## src/rtl/cpu_pkg.sv

```systemverilog
// Shared CPU definitions: PC-select codes emitted by the branch checker and
// the redirect unit state encodings.
package cpu_pkg;

   localparam logic [1:0] PCSEL_SEQ = 2'b00;
   localparam logic [1:0] PCSEL_BR  = 2'b01;
   localparam logic [1:0] PCSEL_J   = 2'b10;
   localparam logic [1:0] PCSEL_JR  = 2'b11;

   typedef enum logic [1:0] {
      ST_RUN   = 2'd0,
      ST_PEND  = 2'd1,
      ST_FLUSH = 2'd2
   } redirect_state_t;

endpackage

```

## src/rtl/pc_redirect_unit_mux.sv

```systemverilog
// Combinational redirect target select with word-alignment check.
import cpu_pkg::*;

module pc_target_mux (
   input  logic [1:0]  pc_sel,
   input  logic [31:0] branch_target,
   input  logic [31:0] jump_target,
   input  logic [31:0] jr_target,
   output logic [31:0] tgt,
   output logic        req,
   output logic        misalign
);

   always_comb begin
      tgt = '0;
      case (pc_sel)
         PCSEL_BR: tgt = branch_target;
         PCSEL_J:  tgt = jump_target;
         PCSEL_JR: tgt = jr_target;
         default:  tgt = '0;
      endcase
   end

   assign req      = (pc_sel != PCSEL_SEQ);
   assign misalign = |tgt[1:0];

endmodule

```

## src/rtl/pc_redirect_unit.sv

```systemverilog
// Fetch PC owner: applies redirects, buffers them behind a fetch stall and
// squashes the IF/ID wrong-path shadow for FLUSH_CYCLES unstalled cycles.
//
// state | meaning
// RUN   | sequential fetch, redirects accepted directly
// PEND  | redirect buffered in pend_tgt until stall drops
// FLUSH | flush_ifid high, pc_sel ignored while the shadow drains
import cpu_pkg::*;

module pc_redirect_unit #(
   parameter logic [31:0] RESET_PC     = 32'h0000_0000,
   parameter int          FLUSH_CYCLES = 1,
   parameter int          CNT_W        = 16
) (
   input  logic             clk,
   input  logic             rst_n,
   input  logic [1:0]       pc_sel,
   input  logic [31:0]      branch_target,
   input  logic [31:0]      jump_target,
   input  logic [31:0]      jr_target,
   input  logic             stall,
   output logic [31:0]      pc,
   output logic [31:0]      pc_plus4,
   output logic             flush_ifid,
   output logic             redirect_pending,
   output logic             misalign_err,
   output logic [CNT_W-1:0] taken_count
);

   localparam logic [1:0] CNT_INIT = 2'(FLUSH_CYCLES - 1);

   redirect_state_t state, state_next;

   logic [31:0]      mux_tgt;
   logic             mux_req;
   logic             mux_misalign;
   logic [31:0]      pend_tgt;
   logic [1:0]       flush_cnt;

   logic             accept;
   logic             buffer;
   logic [31:0]      acc_tgt;
   logic             acc_mis;
   logic [31:0]      pc_next;
   logic [1:0]       cnt_next;
   logic             flush_next;
   logic             pend_next;
   logic [CNT_W-1:0] taken_next;

   pc_target_mux u_mux (
      .pc_sel        (pc_sel),
      .branch_target (branch_target),
      .jump_target   (jump_target),
      .jr_target     (jr_target),
      .tgt           (mux_tgt),
      .req           (mux_req),
      .misalign      (mux_misalign)
   );

   assign pc_plus4 = pc + 32'd4;

   always_ff @(posedge clk) begin
      if (!rst_n) begin
         state            <= ST_RUN;
         pc               <= RESET_PC;
         flush_ifid       <= 1'b0;
         redirect_pending <= 1'b0;
         misalign_err     <= 1'b0;
         taken_count      <= '0;
         pend_tgt         <= '0;
         flush_cnt        <= '0;
      end else begin
         state            <= state_next;
         pc               <= pc_next;
         flush_ifid       <= flush_next;
         redirect_pending <= pend_next;
         misalign_err     <= accept & acc_mis;
         taken_count      <= taken_next;
         flush_cnt        <= cnt_next;
         if (buffer) pend_tgt <= mux_tgt;
      end
   end

   always_comb begin
      state_next = state;
      case (state)
         ST_RUN:   if (mux_req) state_next = stall ? ST_PEND : ST_FLUSH;
         ST_PEND:  if (!stall) state_next = ST_FLUSH;
         ST_FLUSH: if (!stall && flush_cnt == 2'd0) state_next = ST_RUN;
         default:  state_next = ST_RUN;
      endcase
   end

   always_comb begin
      accept     = 1'b0;
      buffer     = 1'b0;
      acc_tgt    = mux_tgt;
      acc_mis    = mux_misalign;
      pc_next    = pc;
      cnt_next   = flush_cnt;
      flush_next = flush_ifid;
      pend_next  = redirect_pending;
      case (state)
         ST_RUN: begin
            if (!stall) begin
               if (mux_req) accept  = 1'b1;
               else         pc_next = pc_plus4;
            end else if (mux_req) begin
               buffer = 1'b1;
            end
         end
         ST_PEND: begin
            // The re-presented pc_sel is ignored; the buffered target wins.
            if (!stall) begin
               accept    = 1'b1;
               acc_tgt   = pend_tgt;
               acc_mis   = |pend_tgt[1:0];
               pend_next = 1'b0;
            end
         end
         ST_FLUSH: begin
            if (!stall) begin
               pc_next = pc_plus4;
               if (flush_cnt == 2'd0) flush_next = 1'b0;
               else                   cnt_next   = flush_cnt - 2'd1;
            end
         end
         default: ;
      endcase
      if (accept) begin
         pc_next    = acc_tgt & ~32'h3;
         flush_next = 1'b1;
         cnt_next   = CNT_INIT;
      end
      if (buffer) pend_next = 1'b1;
      taken_next = taken_count;
      if (accept && taken_count != {CNT_W{1'b1}})
         taken_next = taken_count + CNT_W'(1);
   end

endmodule

```

## config.mk

```make
export PLATFORM = sky130hd
export DESIGN_NAME = pc_redirect_unit
export DESIGN_NICKNAME = d
export VERILOG_FILES = /design/src/rtl/cpu_pkg.sv /design/src/rtl/pc_redirect_unit_mux.sv /design/src/rtl/pc_redirect_unit.sv
export SDC_FILE = /design/constraint.sdc
export NUM_CORES = 1
export LEC_CHECK = 0
export CORE_MARGIN = 3
export CORE_UTILIZATION = 34
export CTS_CLUSTER_DIAMETER = 60
export DETAILED_ROUTE_END_ITERATION = 8
export GPL_TIMING_DRIVEN = 0
export HOLD_SLACK_MARGIN = 0.08
export PLACE_DENSITY = 0.62
export SYNTH_ARGS = -nofsm -noshare
export SYNTH_HDL_FRONTEND = slang
export SYNTH_SLANG_ARGS = --single-unit
```

## constraint.sdc

```tcl
create_clock -name clk -period 4.3 [get_ports clk]
set_input_delay 1.29 -clock clk [delete_from_list [all_inputs] [get_ports clk]]
set_output_delay 1.29 -clock clk [all_outputs]
set_load 0.01 [all_outputs]
```

==> results of run 1 <==
registers in the layout, indices dropped and copies added, names as in the netlist:
register          cells
flush_cnt             2
flush_ifid            1
pend_tgt             32
taken_count          16
state                 2
pc                   30
misalign_err          1
redirect_pending      1
power groups by stage:
stage	sequential [mW]	combinational, mW	clock [mW]
floorplan	0.905	0.261	0
global placement	0.903	0.544	0
detailed placement	0.906	0.550	0
CTS	0.889	0.553	0.980
global route	0.896	0.595	1.02
finish	0.890	0.553	0.979
worst max path at each step:
| stage | end | slack [ns] |
|---|---|---|
| 2_1_floorplan | pc_plus4[24] | 1.23 |
| 3_3_place_gp | pc_plus4[22] | 0.48 |
| 3_5_place_dp | pc_plus4[22] | 0.46 |
| 4_1_cts | pc_plus4[22] | 0.09 |
| 5_1_grt | pc_plus4[16] | 0.02 |
| 6_report | pc_plus4[28] | 0.18 |
cells in the final DEF, fill, tap and decap left out, types with 3 or more instances in the layout:
| cell | count |
|---|---|
| and4_1 | 5 |
| mux2i_1 | 15 |
| ha_1 | 3 |
| nand2_1 | 64 |
| a22oi_1 | 16 |
| mux2_2 | 25 |
| o211ai_1 | 3 |
| o311ai_0 | 3 |
| inv_1 | 10 |
| and2_1 | 6 |
| xor2_1 | 15 |
| clkbuf_1 | 27 |
| a221oi_1 | 7 |
| nor3_2 | 3 |
| a22o_1 | 8 |
| o21ai_0 | 35 |
| and3_1 | 15 |
| buf_2 | 21 |
| a311oi_1 | 4 |
| nor4_1 | 4 |
| a211oi_1 | 20 |
| clkbuf_16 | 9 |
| o221ai_1 | 4 |
| xnor2_1 | 27 |
| or3_1 | 5 |
| nor3_1 | 23 |
| a21oi_1 | 48 |
| a2111oi_0 | 6 |
| conb_1 | 4 |
| bufinv_16 | 4 |
| clkdlybuf4s50_1 | 176 |
| buf_4 | 4 |
| nand4_1 | 10 |
| o21a_1 | 6 |
| nand3_1 | 22 |
| dfxtp_1 | 85 |
| nor2_1 | 75 |
| o311ai_1 | 3 |
| or2_2 | 3 |
kinds of logic (layout without fill, tap and decap cells):
family                     after synthesis  count (layout)
and+or+nand+nor                        251             251
AOI/OAI and AO/OA                      182             182
DFF                                     85              85
buffers and inverters                   66             258
xor gates and xnor gates                42              42
muxes                                   40              40
adders and majority gates                3               3
other                                    1               4
final cells by class:
cell class,count,area [um2],share of cell area
Multi-Input combinational cell,522,3300,0.430
Timing Repair Buffer,176,1760,0.230
Sequential cell,85,1700,0.222
Buffer,56,267,0.0347
Clock buffer,10,239,0.0311
Tap cell,184,230,0.0300
Clock inverter,6,134,0.0174
Inverter,10,37.5,0.00489
routing by layer:
layer	vias up	track usage	routed length (um)
li1	2828	-	-
met3	22	0.0382	1420
met2	249	0.376	9240
met5	-	0	0
met4	0	0.0623	332
met1	2818	0.309	8960
critical path: stages, from the launching register on:
cell             delay, ns
dfxtp_1               0.48
ha_1                  0.25
nand3_2               0.21
nor2_1                0.49
and4b_1               0.36
xor2_1                0.15
clkdlybuf4s50_1       0.55
repair_timing:
item,in CTS,in global routing
hold buffers,0,0
gates resized for setup,0,1
endpoints found under the hold margin,0,0
setup endpoints to repair,0,1
==> results.md, run 1 <==
| Result | Reported | Unit |
|:---|:---|:---|
| Worst Hold Path Cells | 2 | - |
| # nets final | 964 | - |
| Initial standard-cell utilization of the core | 0.356 | - |
| Count of input and output buffers | 176 | - |
| Static leakage | 2.77 | nW |
| Xor-xnor portion of the synthesized cell area | 0.0695 | - |
| Global-route wire length before repair | 30.4 | mm |
| Final routed DRC violation total | 0 | - |
| Pins over their slew limit | 0 | - |
| DP HPWL | 15.7 | mm |
| Routability cong. | 0.943 | - |
| Non-Filler Cell Area, Final | 7670 | um2 |
| Power density normalized to cell area | 316 | nW/um2 |
| Data arrival time of the critical path | 2.83 | ns |
| Area share of fa/ha/maj cells after synthesis | 0.00709 | - |
| Final-report hold violation count | 0 | - |
| Setup_tns | 0 | ns |
| IO Count | 184 | - |
| Final core utilization | 0.516 | - |
| Cell area after synthesis | 5290 | um2 |
| Gate count after technology mapping | 670 | - |
| Area of placed instances | 7300 | um2 |
| First DRT Iteration DRCs | 502 | - |
| Largest net degree at the start of global routing | 15 | - |
| Most numerous cell in the Yosys netlist | dfxtp_1 | - |
| Layout overhead on the synthesized area | 45.0 | % |
| Simple-gate area share of the yosys netlist | 0.231 | - |
| Share of the clock period used by the worst path | 0.959 | - |
| R2R Path Start | state[0]$_SDFFE_PN0P_ | - |
| Combinational family with the most area after synthesis | compound AO/OA/AOI/OAI gates | - |
| Die area | 17,100 | um2 |
| Min Clock Period, post-route | 4.12 | ns |
| Worst hold margin | 0.459 | ns |
| Clock skew | 0.00928 | ns |
| Top achievable clock speed | 0.243 | GHz |
| Worst hold endpoint | pend_tgt[5]$_SDFFE_PN0P_ | - |
| Setup violation total in the final timing report | 0 | - |
| Final setup slack of the worst path | 0.178 | ns |
| Vias in the first global route | 5,699 | - |
| Placed cells | 1,033 | - |
| Worst Reg2Reg Path Length in Cells | 6 | - |
| Antenna Diode Count | 0 | - |
| VDD IR max | 174 | uV |
| Site row count | 44 | - |
| Final instance count without filler cells | 1,049 | - |
| Clock insertion delay at the later pin of the skew report | 0.34 | ns |
| Total clock buffers created by CTS | 9 | - |
| Type of the setup path with the least slack | reg2out | - |
| Total design power | 2.42 | mW |
| Total gr overflow | 0 | - |
| Leading area contributor after synthesis | dfxtp_1 | - |
| Gate power share | 0.228 | - |
| NetSw | 0.662 | mW |
| Post-Syn Area per Cell | 7.90 | um2 |
| Total of max-cap violations | 0 | - |
| Type of the most critical hold path | reg2reg | - |
| Number of detailed-route iterations in the first pass | 5 | - |
| Core region area | 14,900 | um2 |
| Worst slew margin relative to its limit | 0.353 | - |
| Total of warnings raised by yosys | 0 | - |
| Via-per-instance ratio | 5.64 | - |
| Routed wire length per instance | 19.0 | um |
| Setup slack of the worst register-to-register path | 2.08 | ns |
| CTS tree | done | - |
| Fraction of final layout cells with drive strength greater than 1 | 0.0960 | - |
| Data required time of the critical path | 3.01 | ns |
| Commonest cells in the netlist | dfxtp_1 (85), nor2_1 (75), nand2_1 (64), a21oi_1 (48), o21ai_0 (35) | - |
| Register bit count reported by yosys | 85 | - |
| Fraction of synthesized area in multiplexers | 0.0816 | - |
| Unrepaired setup endpoints after global routing | false | - |
| Count of clock tree sinks | 85 | - |
| Pin slew with the least headroom to its limit | 0.961 | ns |
| Routed wire length | 19.9 | mm |
| Buffers inserted during post-CTS setup optimization | 0 | - |
| EDFF count, synth | 0 | - |
| Post-synth ARST share | 0 | - |
| Die height | 131 | um |
| Detail Route Antenna Nets | 0 | - |
| Part of the total power dissipated in the clock network | 0.404 | - |
| Via total after detailed routing | 5,917 | - |
| Synth top area share | 0.322 | - |
| Top flip-flop cell by instance count after synthesis | dfxtp_1 | - |
| Clock-pin slew on the worst setup and hold paths | 0.06 | ns |
| Synth area leaders | dfxtp_1 (32%), mux2_2 (5.3%), nor2_1 (5.3%), a21oi_1 (4.5%), nand2_1 (4.5%) | - |
| Overall die width | 131 | um |
| Share of power burned in registers | 0.367 | - |
| Max FO, Critical Path | 8 | - |
| Beginning of the critical path | pc[2]$_SDFFE_PN0P_ | - |
| Post-synthesis sequential area ratio | 0.322 | - |
| Sw frac | 0.273 | - |
| Global-route total usage across every layer | 0.228 | - |
| Master cell of the clock root buffer | clkbuf_16 | - |
| Worst setup SP type | flip-flop | - |
| Internal power | 1.76 | mW |
| Count of fill cells added during filler insertion | 1,431 | - |
| Worst hold start | pend_tgt[5]$_SDFFE_PN0P_ | - |
| Area fraction in compound gates after synthesis | 0.231 | - |
| Status | finished, final reports clean | - |
| Buffer depth of the longest clock path | 2 | - |
| Number of levels in the clock H-tree | 3 | - |
| Number of library cell types mapped by synthesis | 65 | - |
| Setup slack after placement | 0.456 | ns |
| Type of destination of the critical path | output pin | - |
| Antenna violations before repair | 0 | - |
| Destination of the worst register-to-register timing path | pc[12]$_SDFFE_PN0P_ | - |
(Power assumes the default switching activity.)
==> run 2, diff against run 1 <==
--- a/config.mk
+++ b/config.mk
@@ -12,6 +12,8 @@
 export GPL_TIMING_DRIVEN = 0
 export HOLD_SLACK_MARGIN = 0.08
 export PLACE_DENSITY = 0.62
+export RECOVER_POWER = 50
 export SYNTH_ARGS = -nofsm -noshare
 export SYNTH_HDL_FRONTEND = slang
 export SYNTH_SLANG_ARGS = --single-unit
+export TNS_END_PERCENT = 1
==> run 2 against run 1 <==
Hold slack lost 0.0023 ns. First-iteration DRC count decreased by 8.0%. Largest power group unchanged. Core utilization is 0.11 points lower.
==> results.md, run 2 (synthesis gave the netlist of run 1 again) <==
| Result | Reported | Unit |
|:---|:---|:---|
| Fraction of final layout cells with drive strength greater than 1 | 0.0879 | - |
| Count of input and output buffers | 176 | - |
| Master cell of the clock root buffer | clkbuf_16 | - |
| R2R Path Start | state[1]$_SDFFE_PN0P_ | - |
| Clock skew | 0.00612 | ns |
| Max FFs per register | 32 | - |
| Antenna violations before repair | 0 | - |
| Clock insertion delay at the later pin of the skew report | 0.34 | ns |
| Routed wire length | 20.0 | mm |
| Total clock buffers created by CTS | 9 | - |
| Die height | 131 | um |
| Antenna Diode Count | 0 | - |
| Clock-pin slew on the worst setup and hold paths | 0.07 | ns |
| Routability cong. | 0.943 | - |
| Reg area | 1700 | um2 |
| Pin slew with the least headroom to its limit | 0.977 | ns |
| Via-per-instance ratio | 5.69 | - |
| Routed wire length per instance | 19.0 | um |
| Unrepaired setup endpoints after global routing | false | - |
| Global-route wire length before repair | 30.4 | mm |
| Type of destination of the critical path | output pin | - |
| Final-report hold violation count | 0 | - |
| Setup violation total in the final timing report | 0 | - |
| Beginning of the critical path | pc[2]$_SDFFE_PN0P_ | - |
| Overall die width | 131 | um |
| Vias in the first global route | 5,699 | - |
| Worst hold start | pend_tgt[5]$_SDFFE_PN0P_ | - |
| Worst setup SP type | flip-flop | - |
| Pins over their slew limit | 0 | - |
| Detail Route Antenna Nets | 0 | - |
| Total gr overflow | 0 | - |
| Core region area | 14,900 | um2 |
| Count of fill cells added during filler insertion | 1,437 | - |
| Largest net degree at the start of global routing | 15 | - |
| Min Clock Period, post-route | 4.09 | ns |
| Reg with most FFs | pend_tgt | - |
| Largest registers in the final layout | pend_tgt x32, pc x30, taken_count x16 | - |
| Share of the clock period used by the worst path | 0.952 | - |
| Global routing met2 resource utilization | 0.376 | - |
| Data arrival time of the critical path | 2.80 | ns |
| Count of clock tree sinks | 85 | - |
| First DRT Iteration DRCs | 462 | - |
| Top achievable clock speed | 0.244 | GHz |
| Initial standard-cell utilization of the core | 0.356 | - |
| Number of detailed-route iterations in the first pass | 5 | - |
| Type of the most critical hold path | reg2reg | - |
| Status | finished, final reports clean | - |
| Power density normalized to cell area | 315 | nW/um2 |
| VDD IR max | 173 | uV |
| Setup_tns | 0 | ns |
| Max FO, Critical Path | 8 | - |
| Via total after detailed routing | 5,964 | - |
| Global-route total usage across every layer | 0.228 | - |
| Most common cell after layout, fill and taps aside | clkdlybuf4s50_1 | - |
| Met1 Track Usage GR | 0.309 | - |
| Non-Filler Cell Area, Final | 7660 | um2 |
| Type of the setup path with the least slack | reg2out | - |
| Busiest metal layer after global routing | met2 | - |
| Buffer depth of the longest clock path | 2 | - |
| Met3 track demand over resource in global routing | 0.0382 | - |
| # nets final | 964 | - |
| Static leakage | 2.90 | nW |
| Most used cells in the layout excluding fill and tap cells | clkdlybuf4s50_1 (124), dfxtp_1 (85), nor2_1 (75) | - |
| Area of placed instances | 7300 | um2 |
| Final routed DRC violation total | 0 | - |
| Layout overhead on the synthesized area | 44.7 | % |
| Worst slew margin relative to its limit | 0.342 | - |
| Total of max-cap violations | 0 | - |
| Footprint of the multi-input gates | 3290 | um2 |
| IO Count | 184 | - |
| Number of levels in the clock H-tree | 3 | - |
| DP HPWL | 15.7 | mm |
| CTS tree | done | - |
| Data required time of the critical path | 3.01 | ns |
| Die area | 17,100 | um2 |
| Site row count | 44 | - |
## run 2: per-layer routing
metal | up-vias | wire length, um
li1 | 2825 | -
met1 | 2856 | 8800
met2 | 264 | 9300
met3 | 19 | 1540
met4 | 0 | 320
met5 | - | 0
## run 2: path summary, 6_finish.rpt
| kind | endpoint | slack, ns | cells after the start |
|---|---|---|---|
| hold / removal | pend_tgt[5]$_SDFFE_PN0P_ | 0.46 | 2 |
| hold reg to reg | pend_tgt[5]$_SDFFE_PN0P_ | 0.46 | 2 |
| setup / recovery | pc_plus4[28] | 0.21 | 6 |
| setup reg to reg | pc[12]$_SDFFE_PN0P_ | 2.00 | 7 |
## run 2: through the flow
stage / std cells / util / power [mW] / setup slack [ns] / hold WS (ns)
floorplan: 673 / - / 1.17 / 1.23 / 0.433
global placement: 1033 / 0.491 / 1.45 / 0.476 / 0.441
detailed placement: 1033 / 0.491 / 1.46 / 0.456 / 0.447
CTS: 1049 / 0.516 / 2.42 / 0.0870 / 0.455
global route: 1049 / 0.515 / 2.49 / 0.0236 / 0.469
finish: 1049 / 0.515 / 2.41 / 0.205 / 0.457
## run 2: what timing repair did
action / CTS / global route
endpoints found under the setup margin: 0 / 1
resized for setup: 0 / 1
buffers inserted: 0 / 0
hold buffers: 0 / 0
## run 2: worst max-delay path, stage by stage (launching register included)
cell,delay [ns]
dfxtp_1,0.46
ha_1,0.24
nand3_2,0.20
nor2_1,0.49
and4b_1,0.36
xor2_1,0.15
clkdlybuf4s50_1,0.55
## run 2: cell type report
cell class | instances | share of cell area
buffer | 56 | 0.0342
clock buffer | 10 | 0.0312
clock inverter | 6 | 0.0175
inverter | 10 | 0.00490
multi-input combinational | 522 | 0.430
sequential | 85 | 0.222
tap | 184 | 0.0301
timing repair buffer | 176 | 0.230
## run 2: report_power, final
group / internal, mW / leakage [nW] / total (mW) / switching [mW]
registers: 0.838 / 0.695 / 0.889 / 0.0510
clock network: 0.643 / 0.183 / 0.979 / 0.336
logic: 0.269 / 2.02 / 0.541 / 0.273
total: 1.75 / 2.90 / 2.41 / 0.660
